File: src/rtl/lcd_reg_display.sv
// Snapshots NUM_REGS registers on a capture/refresh trigger and streams a labelled
// hex dump ("L:HHHH ") to an LCD controller, one character per write handshake.
module lcd_reg_display #(
  parameter int                    NUM_REGS       = 4,
  parameter int                    DATA_W         = 8,
  parameter logic [NUM_REGS*8-1:0] LABELS         = "AXYO",
  parameter logic [23:0]           REFRESH_CYCLES = 24'd10_000_000
) (
  input  logic                       clk,
  input  logic                       rst,
  input  logic [NUM_REGS*DATA_W-1:0] regs_in,
  input  logic                       capture,
  input  logic                       mode,
  input  logic                       initDone,
  input  logic                       writeDone,
  output logic [7:0]                 data,
  output logic                       writeStart,
  output logic                       clrLCD,
  output logic                       busy,
  output logic                       overrun
);
  localparam int NDIG   = DATA_W / 4;
  localparam int CH_LEN = NDIG + 3;

  typedef enum logic [2:0] {WAIT_INIT, IDLE, CLEAR, CLR_WAIT, EMIT, EMIT_WAIT} state_t;

  state_t                     state_reg, state_next;
  logic                       capture_q_reg, pending_reg, overrun_reg;
  logic [23:0]                refresh_cnt_reg;
  logic [NUM_REGS*DATA_W-1:0] snap_reg;
  logic [3:0]                 ch_reg;
  logic [2:0]                 pos_reg;
  logic [5:0]                 vc_reg;
  logic                       nl_done_reg;
  logic [7:0]                 data_reg;
  logic                       write_start_reg, clr_lcd_reg;

  logic              cap_edge, refresh_tick, trigger, take_snap;
  logic [DATA_W-1:0] word_arr [NUM_REGS];
  logic [7:0]        label_arr [NUM_REGS];
  logic [DATA_W-1:0] cur_word;
  logic [7:0]        cur_label, vis_char, cur_item;
  logic [3:0]        cur_nib;
  logic              is_nl, pos_last, seq_end, dump_done;

  generate
    for (genvar gi = 0; gi < NUM_REGS; gi++) begin : g_chan
      assign word_arr[gi]  = snap_reg[DATA_W*(NUM_REGS-gi)-1 -: DATA_W];
      assign label_arr[gi] = LABELS[8*(NUM_REGS-gi)-1 -: 8];
    end
  endgenerate

  assign cap_edge     = capture & ~capture_q_reg;
  assign refresh_tick = mode && (refresh_cnt_reg == REFRESH_CYCLES - 24'd1);
  assign trigger      = cap_edge | refresh_tick;
  assign take_snap    = (state_reg == IDLE) && pending_reg;

  always_comb begin
    cur_word  = '0;
    cur_label = 8'h00;
    for (int i = 0; i < NUM_REGS; i++) begin
      if (ch_reg == 4'(i)) begin
        cur_word  = word_arr[i];
        cur_label = label_arr[i];
      end
    end
    cur_nib = 4'h0;
    for (int d = 0; d < NDIG; d++) begin
      if (pos_reg == 3'(d + 2)) cur_nib = cur_word[4*(NDIG-d)-1 -: 4];
    end
  end

  // Channel item layout: label, ':', hex digits MS first, ' '
  always_comb begin
    if (pos_reg == 3'd0)                vis_char = cur_label;
    else if (pos_reg == 3'd1)           vis_char = 8'h3A;
    else if (pos_reg == 3'(CH_LEN - 1)) vis_char = 8'h20;
    else if (cur_nib < 4'd10)           vis_char = 8'h30 + {4'h0, cur_nib};
    else                                vis_char = 8'h37 + {4'h0, cur_nib};
  end

  assign is_nl     = (vc_reg == 6'd16) && !nl_done_reg;
  assign cur_item  = is_nl ? 8'h0A : vis_char;
  assign pos_last  = (pos_reg == 3'(CH_LEN - 1));
  assign seq_end   = pos_last && (ch_reg == 4'(NUM_REGS - 1));
  assign dump_done = !is_nl && (seq_end || (vc_reg == 6'd31));

  always_comb begin
    state_next = state_reg;
    case (state_reg)
      WAIT_INIT: if (initDone) state_next = IDLE;
      IDLE:      if (pending_reg) state_next = CLEAR;
      CLEAR:     state_next = CLR_WAIT;
      CLR_WAIT:  if (writeDone) state_next = EMIT;
      EMIT:      state_next = EMIT_WAIT;
      EMIT_WAIT: if (writeDone) state_next = dump_done ? IDLE : EMIT;
      default:   state_next = WAIT_INIT;
    endcase
  end

  always_ff @(posedge clk) begin
    if (rst) begin
      state_reg       <= WAIT_INIT;
      capture_q_reg   <= 1'b0;
      pending_reg     <= 1'b0;
      overrun_reg     <= 1'b0;
      refresh_cnt_reg <= '0;
      snap_reg        <= '0;
      ch_reg          <= '0;
      pos_reg         <= '0;
      vc_reg          <= '0;
      nl_done_reg     <= 1'b0;
      data_reg        <= 8'h00;
      write_start_reg <= 1'b0;
      clr_lcd_reg     <= 1'b0;
    end else begin
      state_reg     <= state_next;
      capture_q_reg <= capture;
      if (!mode || refresh_tick) refresh_cnt_reg <= '0;
      else                       refresh_cnt_reg <= refresh_cnt_reg + 24'd1;
      // A new trigger wins over the IDLE consume so it is never lost
      if (trigger && pending_reg) overrun_reg <= 1'b1;
      if (trigger)        pending_reg <= 1'b1;
      else if (take_snap) pending_reg <= 1'b0;
      if (take_snap) snap_reg <= regs_in;
      clr_lcd_reg     <= (state_reg == CLEAR);
      write_start_reg <= (state_reg == EMIT);
      if (state_reg == EMIT) data_reg <= cur_item;
      if (state_reg == CLR_WAIT && writeDone) begin
        ch_reg      <= '0;
        pos_reg     <= '0;
        vc_reg      <= '0;
        nl_done_reg <= 1'b0;
      end else if (state_reg == EMIT_WAIT && writeDone) begin
        if (is_nl) begin
          nl_done_reg <= 1'b1;
        end else begin
          vc_reg <= vc_reg + 6'd1;
          if (pos_last) begin
            pos_reg <= '0;
            ch_reg  <= ch_reg + 4'd1;
          end else begin
            pos_reg <= pos_reg + 3'd1;
          end
        end
      end
    end
  end

  assign data       = data_reg;
  assign writeStart = write_start_reg;
  assign clrLCD     = clr_lcd_reg;
  assign busy       = (state_reg != WAIT_INIT) && (state_reg != IDLE);
  assign overrun    = overrun_reg;
endmodule

File: config.mk
export PLATFORM = sky130hd
export DESIGN_NAME = lcd_reg_display
export DESIGN_NICKNAME = d
export VERILOG_FILES = /design/src/rtl/lcd_reg_display.sv
export SDC_FILE = /design/constraint.sdc
export NUM_CORES = 1
export LEC_CHECK = 0
export CAP_MARGIN = 20
export CORE_ASPECT_RATIO = 1.5
export CORE_UTILIZATION = 42
export DETAILED_ROUTE_END_ITERATION = 12
export DONT_BUFFER_PORTS = 1
export MAX_ROUTING_LAYER = met4
export SYNTH_ARGS = -nofsm -noshare
export SYNTH_HDL_FRONTEND = slang
export SYNTH_SLANG_ARGS = --single-unit
File: constraint.sdc
create_clock -name clk -period 3.4 [get_ports clk]
set_clock_uncertainty 0.05 [all_clocks]
set_input_delay 1.02 -clock clk [delete_from_list [all_inputs] [get_ports clk]]
set_output_delay 1.02 -clock clk [all_outputs]
set_load 0.02 [all_outputs]
# Yosys cells after proc, flatten, opt, wreduce, memory -nomap -nowiden

Index checks and enable logic that the tools add are counted.

Logic and storage cells: 93
Register bits: 86
Output and inout bits: 12

Bitwise gates (word level): 4
Magnitude comparators: 1
Muxes and demuxes: 24
Eq/ne operators: 20
Add/sub/neg operators: 6
Reduce and logical (&&, ||, !) cells: 25

Operators with widths:

| kind                                                            | number |
|---|---|
| 8-bit 2-to-1 mux                                                | 9 |
| 7-bit 2-to-1 mux                                                | 4 |
| 24-bit by 1-bit adder with 24-bit output, second input constant | 1 |
| 24-bit == test, second input constant                           | 1 |
| 3-bit 2-to-1 mux                                                | 6 |
| 3-bit one-hot mux with 6 select lines                           | 1 |
| 6-bit by 4-bit adder with 7-bit output, first input constant    | 2 |
| 3-bit by 2-bit == test with 1-bit output, second input constant | 4 |
| 6-bit by 5-bit == test with 1-bit output, second input constant | 2 |
| 3-bit == test, second input constant                            | 3 |
| 1-bit logical AND                                               | 9 |
| 4-bit by 2-bit == test with 1-bit output, second input constant | 2 |
| 4-bit 2-to-1 mux                                                | 2 |
| 2-bit != test, second input constant                            | 4 |
| 6-bit by 1-bit adder with 6-bit output, second input constant   | 1 |
| 3-bit by 1-bit == test with 1-bit output, second input constant | 2 |
| 3-bit logical NOT                                               | 2 |
| 4-bit by 1-bit adder with 4-bit output, second input constant   | 1 |
| 4-bit by 1-bit == test with 1-bit output, second input constant | 1 |
| 4-bit logical NOT                                               | 1 |
| 4-bit less-than comparator, second input constant               | 1 |
| 2-bit AND reduction                                             | 2 |
| 4-bit AND reduction                                             | 1 |
| 2-bit OR reduction                                              | 2 |
| other kinds (11)                                                | 16 |

# Longest topological paths before layout

Gate-level depths: netlist (run 1).

Depth in word-level cells: 13
Gate-level depth with buffers: 12
Gate-level depth less buffers: 10

# Least setup slack after synthesis (run 1)

Ideal clock, no wire load.

Path kind: register -> register
From: reg ch_reg[1]
To: reg data_reg[1] (netlist: data[1])
Clock period less this slack: 2.443 ns
Arrival: 2.314 ns
Path buffers: 2
Data required time: 3.271 ns
Setup time: 0.079 ns
Cell stages (with the launch flop): 12
Path slack: 0.957 ns
Path through: dfxtp_1 > inv_1 > ha_1 > buf_2 > clkbuf_1 > nand3b_1 > a31oi_1 > o221a_2 > nor2_1 > ha_1 > a221o_1 > a211oi_2

Longest elaborated chain between the ends: 13
Elaborated cells on any way between the ends: 21

RTL lines:

| element                                                        | RTL line | text |
|---|---|---|
| from (decl)                                                    | 31       | `logic [3:0] ch_reg;` |
| from (signal assigned)                                         | 141      | `ch_reg <= ch_reg + 4'd1;` |
| 4-bit logical NOT                                              | 62       | `if (ch_reg == 4'(i)) begin` |
| 8-bit 2-to-1 mux (4 in a row)                                  | 62       |  |
| 4-bit 2-to-1 mux (2 in a row)                                  | 69       | `if (pos_reg == 3'(d + 2)) cur_nib = cur_word[4*(NDIG-d)-1 -: 4];` |
| 6-bit by 4-bit adder with 7-bit output (tied with other cells) | 79       | `else vis_char = 8'h37 + {4'h0, cur_nib};` |
| 7-bit 2-to-1 mux                                               | 78       | `else if (cur_nib < 4'd10) vis_char = 8'h30 + {4'h0, cur_nib};` |
| 7-bit 2-to-1 mux                                               | 77       | `else if (pos_reg == 3'(CH_LEN - 1)) vis_char = 8'h20;` |
| 7-bit 2-to-1 mux                                               | 76       | `else if (pos_reg == 3'd1) vis_char = 8'h3A;` |
| 8-bit 2-to-1 mux (*)                                           | 75       | `if (pos_reg == 3'd0) vis_char = cur_label;` |
| 8-bit 2-to-1 mux (*)                                           | 83       | `assign cur_item = is_nl ? 8'h0A : vis_char;` |
| to (signal assigned)                                           | 128      | `if (state_reg == EMIT) data_reg <= cur_item;` |
| to (decl)                                                      | 35       | `logic [7:0] data_reg;` |

Mark *: on every way between the ends. The rest lies on a longest branch, timed or not.
A chain may end at the register's enable or synchronous reset.

# Final worst setup path (run 1)

From: reg ch_reg[0]
To: reg data_reg[1] (netlist: data[1])

Same word-level chain as after synthesis.

==> reports/metrics.csv, run 1 <==
metric;value;unit
seq_area_frac_synth;0.4083;
number_of_flops_mapped_to_enable_cells_by_yosys;0;
result_of_the_run;completed;
finalMaxSlewViolations;0;
grt.total_usage;0.1962;
required;3620;ps
gr-total-overflow;0;
yosys.cell_count.top_type;nand2_1;
synth.cells.most_frequent;nand2_1, dfxtp_1, nor2_1;
placed_cells;612;
critical_path.startpoint_type;register;
horizontal_extent_of_the_die;83.34;um
clkSlewWorstSetupHoldPaths;70;ps
post_synthesis_share_of_cell_area_spent_on_and_or_nand_and_nor_gates;0.2720;
period_minus_slack;2817;ps
netlist_cell_types;69;
cts_setup_buffers;0;
fin_area;0.004496;mm2
number_of_antenna_violations_at_the_first_check_in_global_routing;0;
grt_pass1_vias;3203;
timing.final.setup_violations;0;
fin_tns_setup;0;ps
clkLatencyLatePin;350;ps
combinational_family_with_the_most_area_after_synthesis;simple AND/OR/NAND/NOR gates;
place.port_buffers;0;
pre_cts_slack;624.2;ps
final_hold_viol_count;0;
critPathTopFamily;compound AO/OA/AOI/OAI gates;
post_synth_main_area_contributors;dfxtp_1, nand2_1, a21oi_1, nor2_1, ha_1;
post_cts.resized_instances;0;
synthToLayoutAreaGrowth;7.865;%
maxCapViolations;0;
route.detailed.wl_per_inst;15.06;um
max_freq;0.3549;GHz
clkSinkCount;85;
post_route_cells_drive_above_1_share;0.07212;
dr_total_vias;3493;
worst_ep_arrival_time;3040;ps
postLayoutSetupSlackWorst;582.6;ps
drt-initial-drc-count;203;
final_antenna_net_count;0;
core.rowCount;44;
place.gp.congestion;0.8514;
synth.ff_latch_count;85;
crit_type;register to register;
synth-warning-count;0;
power;2.076;mW
routed_via_density;5.562;
cpMostUsedCell;ha_1;
clock_root_cell;clkbuf_16;
timing_worst_slew_pin_value;773.3;ps
syn-num-nets;577;
cts_hold_buf;0;
num_antenna_cells;0;
complex_gate_fraction_of_the_synthesized_area;0.1561;
core_area;0.009634;mm2
rsz0062_at_grt;no;
drtPass1Iterations;5;
cts_buffers;9;
post_placement_cell_area;0.004194;mm2
die_h;124.0;um
worst_setup_path_end_kind;register;
power.static_leakage;1.523;nW
netlist.top_cell.by_area;dfxtp_1;
synth_top_area_frac;0.4083;
max-clock-path-buffers;2;
syn_inst;526;
max-vdd-ir-drop;278.1;uV
pin_count_of_the_biggest_net_entering_global_routing;54;
synth_ff_type;dfxtp_1;
final.hold.worst_slack;401.4;ps
post_synth_fa_ha_maj_area_fraction;0.03903;
critical-path-slowest-cell;ha_1;
post-route-drc-count;0;
largest_register_ffs;32;
timing.hold.worst.class;register to register;
io_pins;50;
timing.critical_path.cells;ha_1 -> or4b_4 -> a221oi_2 -> a311oi_2 -> ha_1 -> a221o_1 -> a211oi_2;
critical_path.max_stage_delay;630;ps
htree_levels;3;
mapped_avg_cell_area;7.923;um2
dpl.hpwl;6796;um
routed_wirelength;9459;um
die-area;0.01033;mm2
grt_pass1_wl;15460;um
initial_core_util;0.4326;
path_max_fanout;22;
yosys.area_share.xor_xnor;0.06094;
async_flop_share;0;
tritoncts;done;
stdcell_count;628;
final.period_utilization;0.8286;
cell_area_synth;0.004168;mm2
tightest_slew_margin_relative_to_the_limit;0.4845;
cellPowerDensity;461.8;mW/mm2
crit_buf_inv;0;
synth.area.mux_share;0.01321;
finalNetCount;559;
final_util;0.4666;
-- cell usage in the layout, fill, tap and decap left out, types with 2 or more instances in the layout --
cell        n
a211oi_2    2
nand3b_1    3
nor2b_1     9
nand4_1     7
xor2_1     13
mux2_2      4
nor4_1      2
inv_1      16
dfxtp_1    85
nor3_1      9
or2_2       2
inv_8       3
or3b_1      2
a21oi_1    55
nor3b_1     2
clkbuf_16   9
and3_1      9
xnor2_1    16
o211ai_1    4
a22o_1      2
nor4b_1     2
nand2_1    96
o221ai_1    2
nand2b_1    3
or3_1       3
nor2_1     67
a31oi_1     4
o22ai_1     2
clkinv_4    2
nand4b_1    2
o21ai_0     7
buf_4       3
ha_1       13
nand3_1    15
o21ai_1     2
-- per-layer routing --
layer,vias to the layer above,track usage,share of wire
met2,86,0.3345,0.50
met1,1633,0.2148,0.41
met3,17,0.05235,0.060
met5,-,-,0
li1,1757,-,-
met4,0,0.09052,0.024
-- final timing paths --
check | from | endpoint | slack (ps) | cells after the start
worst min-delay path | snap_reg[2]$_SDFFE_PP0P_ | snap_reg[2]$_SDFFE_PP0P_ | 400 | 2
worst max register to register | ch_reg[0]$_SDFFE_PP0P_ | data[1]$_SDFFE_PP0P_ | 580 | 7
worst min register to register | snap_reg[2]$_SDFFE_PP0P_ | snap_reg[2]$_SDFFE_PP0P_ | 400 | 2
worst max-delay path | ch_reg[0]$_SDFFE_PP0P_ | data[1]$_SDFFE_PP0P_ | 580 | 7
-- area by class of cell --
type	instances	area (um2)
repair buffers	3	22.52
fillers	986	5139
flip-flops and latches	85	1702
multi-input cells	392	2262
well taps	115	143.9
clock inverters	7	76.32
inverters	17	63.81
clock buffers	9	225.2
-- tightest hold or removal path: stages, from the launching register on --
cell and delay [ps]:
dfxtp_1 310, nand2_1 50, a21oi_1 50
-- where the power goes --
group,internal (mW),switching [mW],total (mW)
registers,1.01,0.0190,1.03
clock network,0.522,0.458,0.980
logic,0.0234,0.0404,0.0638
total,1.56,0.517,2.08
-- kinds of logic (layout without fill, tap and decap cells) --
kind of cell,count (synthesis),in the layout
xor+xnor,29,29
flops,85,85
other cells,1,1
buf+inv,49,36
compound gates,101,101
mux,5,5
simple gates,243,243
fa+ha+maj,13,13
(Power assumes the default switching activity.)
==> run 2: changes to the inputs <==
==> constraint.sdc (replaced) <==
create_clock -name clk -period 2.72 [get_ports clk]
set_clock_uncertainty 0.05 [all_clocks]
set_input_delay 0.816 -clock clk [delete_from_list [all_inputs] [get_ports clk]]
set_output_delay 0.816 -clock clk [all_outputs]
set_load 0.02 [all_outputs]
==> run 2 against run 1 <==
Against the previous run:
- core utilization up 0.90 points
- die area unchanged
- clock power up 47%
- register-to-register slack worse by 400 ps
- routed wire length down 0.23%
- combinational power up 28%
- global-route usage down 0.22 points
- largest power group is now clock
- highest routed layer unchanged
==> reports/metrics.csv, run 2 (synthesis results as in run 1) <==
metric;value;unit;change
required;2940;ps;-680 ps
cts_buffers;9;;unchanged
grt_pass1_wl;15300;um;-1.1%
num_antenna_cells;0;;unchanged
finalNetCount;563;;+0.72%
max-clock-path-buffers;2;;unchanged
most_common_cell_after_layout_fill_and_taps_aside;nand2_1;;
max_freq;0.3936;GHz;+11%
drtPass1Iterations;5;;unchanged
mostFrequentLayoutCells;nand2_1, dfxtp_1, nor2_1, a21oi_1;;
min_path_cells;2;;unchanged
final_antenna_net_count;0;;unchanged
post_cts.resized_instances;0;;unchanged
tritoncts;done;;
finalMaxSlewViolations;0;;unchanged
core_area;0.009634;mm2;unchanged
grt.total_usage;0.1940;;-0.002197
synthToLayoutAreaGrowth;9.937;%;
clkLatencyLatePin;340;ps;about the same
routed_via_density;5.402;;-2.9%
place.port_buffers;0;;unchanged
postLayoutSetupSlackWorst;179.3;ps;-403.4 ps
initial_core_util;0.4326;;unchanged
drt-initial-drc-count;135;;-33%
cellPowerDensity;614.2;mW/mm2;+33%
worst_setup_path_end_kind;register;;
fin_tns_setup;0;ps;unchanged
rr_worst_depth;8;;+1
dpl.hpwl;6797;um;about the same
final_hold_viol_count;0;;unchanged
cts_setup_buffers;0;;unchanged
gr-total-overflow;0;;unchanged
final_util;0.4756;;+0.008961
multiInputGateArea;0.002267;mm2;+0.22%
routed_wirelength;9437;um;-0.23%
clkSinkCount;85;;unchanged
die-area;0.01033;mm2;unchanged
power.static_leakage;1.565;nW;+2.8%
period_minus_slack;2541;ps;-276.6 ps
final.period_utilization;0.9341;;+0.1055
dr_total_vias;3414;;-2.3%
path_max_fanout;14;;-36%
htree_levels;3;;unchanged
timing_worst_slew_pin_value;531.4;ps;-241.9 ps
core.rowCount;44;;unchanged
clkSlewWorstSetupHoldPaths;60;ps;about the same
critical_path.startpoint_type;register;;
sequential_cell_area;0.001702;mm2;unchanged
place.gp.congestion;0.8181;;-3.9%
route.detailed.wl_per_inst;14.93;um;-0.86%
result_of_the_run;completed;;
pre_cts_slack;130.8;ps;-493.4 ps
cts_hold_buf;0;;unchanged
largest_register_ffs;32;;unchanged
max-vdd-ir-drop;424.7;uV;+53%
horizontal_extent_of_the_die;83.34;um;unchanged
number_of_antenna_violations_at_the_first_check_in_global_routing;0;;unchanged
post_route_cells_drive_above_1_share;0.08317;;+0.01105
timing.final.setup_violations;0;;unchanged
fill_cells;948;;-3.9%
maxCapViolations;0;;unchanged
crit_type;register to register;;
die_h;124.0;um;unchanged
timing.hold.worst.class;register to register;;
rsz0062_at_grt;no;;
clock_root_cell;clkbuf_16;;
power;2.814;mW;+36%
final.hold.worst_slack;405.3;ps;+3.949 ps
worst_ep_arrival_time;2760;ps;-280 ps
io_pins;50;;unchanged
tightest_slew_margin_relative_to_the_limit;0.6408;;+0.1563
pin_count_of_the_biggest_net_entering_global_routing;54;;unchanged
grt_pass1_vias;3092;;-3.5%
post-route-drc-count;0;;unchanged
run 2: changes by cell type in the layout (fill, tap and decap cells not counted), sizes merged:
cell | previous run | this run
buf | 3 | 7
bufinv | 0 | 3
clkinv | 3 | 1
inv | 21 | 20
run 2: metrics by stage:
stage                     instance area, um2  instances
after detailed placement                4224        616
after global routing                    4582        632
after floorplan                         4168        526
final                                   4582        632
after CTS                               4577        632
after global placement                  4224        616
run 2: critical path: stages (launching register included):
cell and delay, ps:
dfxtp_1 420, inv_1 90, ha_1 370, nor2_2 220, o211ai_1 140, a31o_1 280
or2_2 320, a221o_1 380, a211oi_2 210
run 2: where the power goes:
part | total, mW | switching [mW] | internal (mW)
clock | 1.44 | 0.529 | 0.912
combinational | 0.0816 | 0.0513 | 0.0303
sequential | 1.29 | 0.0244 | 1.27
total | 2.81 | 0.605 | 2.21
run 2: layout make-up:
class	instances	share of cell area
clock buffer	9	0.04915
multi-input combinational	392	0.4948
clock inverter	7	0.02785
sequential	85	0.3714
tap	115	0.03140
timing repair buffer	7	0.01147
inverter	17	0.01393
run 2: layer usage:
metal	wire length [um]	vias up	track usage
li1	-	1760	-
met1	4085	1581	0.2181
met2	4751	53	0.3207
met3	413	20	0.05832
met4	187	0	0.08513
met5	0	-	-
run 2: worst paths after layout:
check	start	endpoint	slack, ps
max reg2reg	ch_reg[0]$_SDFFE_PP0P_	data[1]$_SDFFE_PP0P_	180
min reg2reg	snap_reg[2]$_SDFFE_PP0P_	snap_reg[2]$_SDFFE_PP0P_	410
min	snap_reg[2]$_SDFFE_PP0P_	snap_reg[2]$_SDFFE_PP0P_	410
max	ch_reg[0]$_SDFFE_PP0P_	data[1]$_SDFFE_PP0P_	180
==> run 3: changes to the inputs <==
--- a/config.mk
+++ b/config.mk
@@ -11,6 +11,7 @@
 export DETAILED_ROUTE_END_ITERATION = 12
 export DONT_BUFFER_PORTS = 1
 export MAX_ROUTING_LAYER = met4
+export REMOVE_ABC_BUFFERS = 1
 export SYNTH_ARGS = -nofsm -noshare
 export SYNTH_HDL_FRONTEND = slang
 export SYNTH_SLANG_ARGS = --single-unit
==> run 3 against run 2 <==
Against the previous run:
- sequential cell count stayed put
- highest routed layer unchanged
- setup slack better by 50 ps
- non-clock buffer count is 4 higher
- register-to-register slack better by 50 ps
- global-route usage is 0.52 points higher
==> reports/metrics.csv, run 3 (synthesis results as in run 1) <==
metric;value;unit;change
io_pins;50;;unchanged
cellPowerDensity;578.4;mW/mm2;-5.8%
cts_buffers;9;;unchanged
clkLatencyLatePin;340;ps;about the same
cts_hold_buf;0;;unchanged
cpMostUsedCell;ha_1;;
finalMaxSlewViolations;0;;unchanged
critPathTopFamily;compound AO/OA/AOI/OAI gates;;
net-switching-power;0.5815;mW;-3.9%
postLayoutSetupSlackWorst;228.9;ps;+49.68 ps
horizontal_extent_of_the_die;83.34;um;unchanged
final.period_utilization;0.9158;;-0.01826
num_antenna_cells;0;;unchanged
grt_pass1_vias;3402;;+10%
critical_path.max_stage_delay;480;ps;+60 ps
pin_count_of_the_biggest_net_entering_global_routing;54;;unchanged
htree_levels;3;;unchanged
final_hold_viol_count;0;;unchanged
worst_ep_arrival_time;2700;ps;-60 ps
internal_power;2.063;mW;-6.6%
synthToLayoutAreaGrowth;9.727;%;
timing.hold.worst.class;register to register;;
place.port_buffers;0;;unchanged
period_minus_slack;2491;ps;-49.68 ps
max-clock-path-buffers;2;;unchanged
die_h;124.0;um;unchanged
maxCapViolations;0;;unchanged
result_of_the_run;completed;;
max-vdd-ir-drop;409.6;uV;-3.6%
gr-total-overflow;0;;unchanged
path_max_fanout;7;;-7
timing_worst_slew_pin_value;554.4;ps;+23.04 ps
post_route_cells_drive_above_1_share;0.09213;;+0.008958
final_antenna_net_count;0;;unchanged
critical-path-slowest-cell;or4b_4;;
pre_cts_slack;125.9;ps;-4.883 ps
tritoncts;done;;
place.gp.congestion;0.8764;;+7.1%
most_common_cell_after_layout_fill_and_taps_aside;nand2_1;;
required;2930;ps;about the same
crit_type;register to register;;
die-area;0.01033;mm2;unchanged
grt_pass1_wl;15800;um;+3.3%
placed_cells;620;;+0.65%
critical_path.startpoint_type;register;;
drt-initial-drc-count;131;;-3.0%
post-route-drc-count;0;;unchanged
core.rowCount;44;;unchanged
dpl.hpwl;7077;um;+4.1%
largest_register_ffs;32;;unchanged
drtPass1Iterations;4;;-1
initial_core_util;0.4326;;unchanged
clkSlewWorstSetupHoldPaths;60;ps;about the same
grt.total_usage;0.1992;;+0.005220
r2r_slack;230;ps;+50 ps
routed_via_density;5.527;;+2.3%
clkSinkCount;85;;unchanged
crit_buf_inv;1;;unchanged
timing.final.setup_violations;0;;unchanged
groute.layer.met1.usage;0.2011;;-0.01704
route.detailed.wl_per_inst;15.23;um;+2.0%
worst_setup_path_end_kind;register;;
switching_share;0.2199;;+0.004932
tightest_slew_margin_relative_to_the_limit;0.6252;;-0.01558
fin_tns_setup;0;ps;unchanged
core_area;0.009634;mm2;unchanged
pwr-share-comb;0.036;;+0.007
power.static_leakage;1.561;nW;-0.26%
routed_wirelength;9685;um;+2.6%
p_seq_frac;0.486;;+0.027
grt_most_used_layer;met2;;
mostFrequentLayoutCells;nand2_1, dfxtp_1, nor2_1, a21oi_1;;
grtUsageMet2;0.3709;;+0.05020
number_of_antenna_violations_at_the_first_check_in_global_routing;0;;unchanged
dr_total_vias;3515;;+3.0%
max_freq;0.4014;GHz;+2.0%
rsz0062_at_grt;no;;
timing.critical_path.cells;inv_1 -> ha_1 -> or4b_4 -> a221oi_2 -> a311oi_2 -> ha_1 -> a221o_1 -> a211oi_2;;
stdcell_count;636;;+0.63%
power_frac_clock;0.479;;-0.033
clock_root_cell;clkbuf_16;;
grtUsageMet3;0.04904;;-0.009278
finalNetCount;567;;+0.71%
## run 3: changes by cell type in the layout (fill, tap and decap cells not counted), moves of 2 or more
| cell | before | now |
|---|---|---|
| buf_4 | 7 | 11 |
| clkbuf_8 | 0 | 2 |
| inv_6 | 2 | 0 |
| clkinvlp_4 | 0 | 2 |
| bufinv_16 | 3 | 1 |
## run 3: per-layer routing
metal | wire length, um | up-vias
met5 | 0 | -
met4 | 186 | 0
met3 | 427 | 16
met2 | 5132 | 63
met1 | 3939 | 1669
li1 | - | 1767
## run 3: path summary, 6_finish.rpt
path                                           startpoint  cells past startpoint                   endpoint
worst min-delay path            snap_reg[29]$_SDFFE_PP0P_                      2  snap_reg[29]$_SDFFE_PP0P_
worst max register to register    pos_reg[2]$_SDFFE_PP0P_                      8       data[1]$_SDFFE_PP0P_
worst max-delay path              pos_reg[2]$_SDFFE_PP0P_                      8       data[1]$_SDFFE_PP0P_
worst min register to register  snap_reg[29]$_SDFFE_PP0P_                      2  snap_reg[29]$_SDFFE_PP0P_
## run 3: worst register-to-register path: stages (launching register included)
cell	delay (ps)
dfxtp_1	360
inv_1	160
ha_1	190
or4b_4	480
a221oi_2	220
a311oi_2	100
ha_1	320
a221o_1	330
a211oi_2	210
## run 3: through the flow
step	utilization	instance area (um2)	hold WS (ps)	total power, mW
floorplan	-	4025	375.2	1.374
global route	0.4747	4573	418.0	2.726
global placement	0.4416	4254	389.1	1.405
finish	0.4747	4573	405.0	2.645
CTS	0.4739	4566	402.5	2.670
detailed placement	0.4416	4254	390.7	1.408
## run 3: what timing repair did
action / 4_1_cts / 5_1_grt
setup endpoints to repair: 0 / 1
setup buffers: 0 / 0
gates resized for setup: 0 / 3
## run 3: area by class of cell
class	count	area [um2]
multi-input combinational	392	2270
clock buffer	11	252.7
timing repair buffer	11	82.58
fill	948	5061
inverter	17	63.81
sequential	85	1702
tap	115	143.9
clock inverter	5	58.81
## run 3: power by group through the flow
stage	Sequential, mW	Clock [mW]	Combinational (mW)
CTS	1.29	1.29	0.0957
global route	1.29	1.33	0.107
global placement	1.31	0	0.0925
floorplan	1.31	0	0.0621
detailed placement	1.31	0	0.0945
finish	1.29	1.27	0.0939
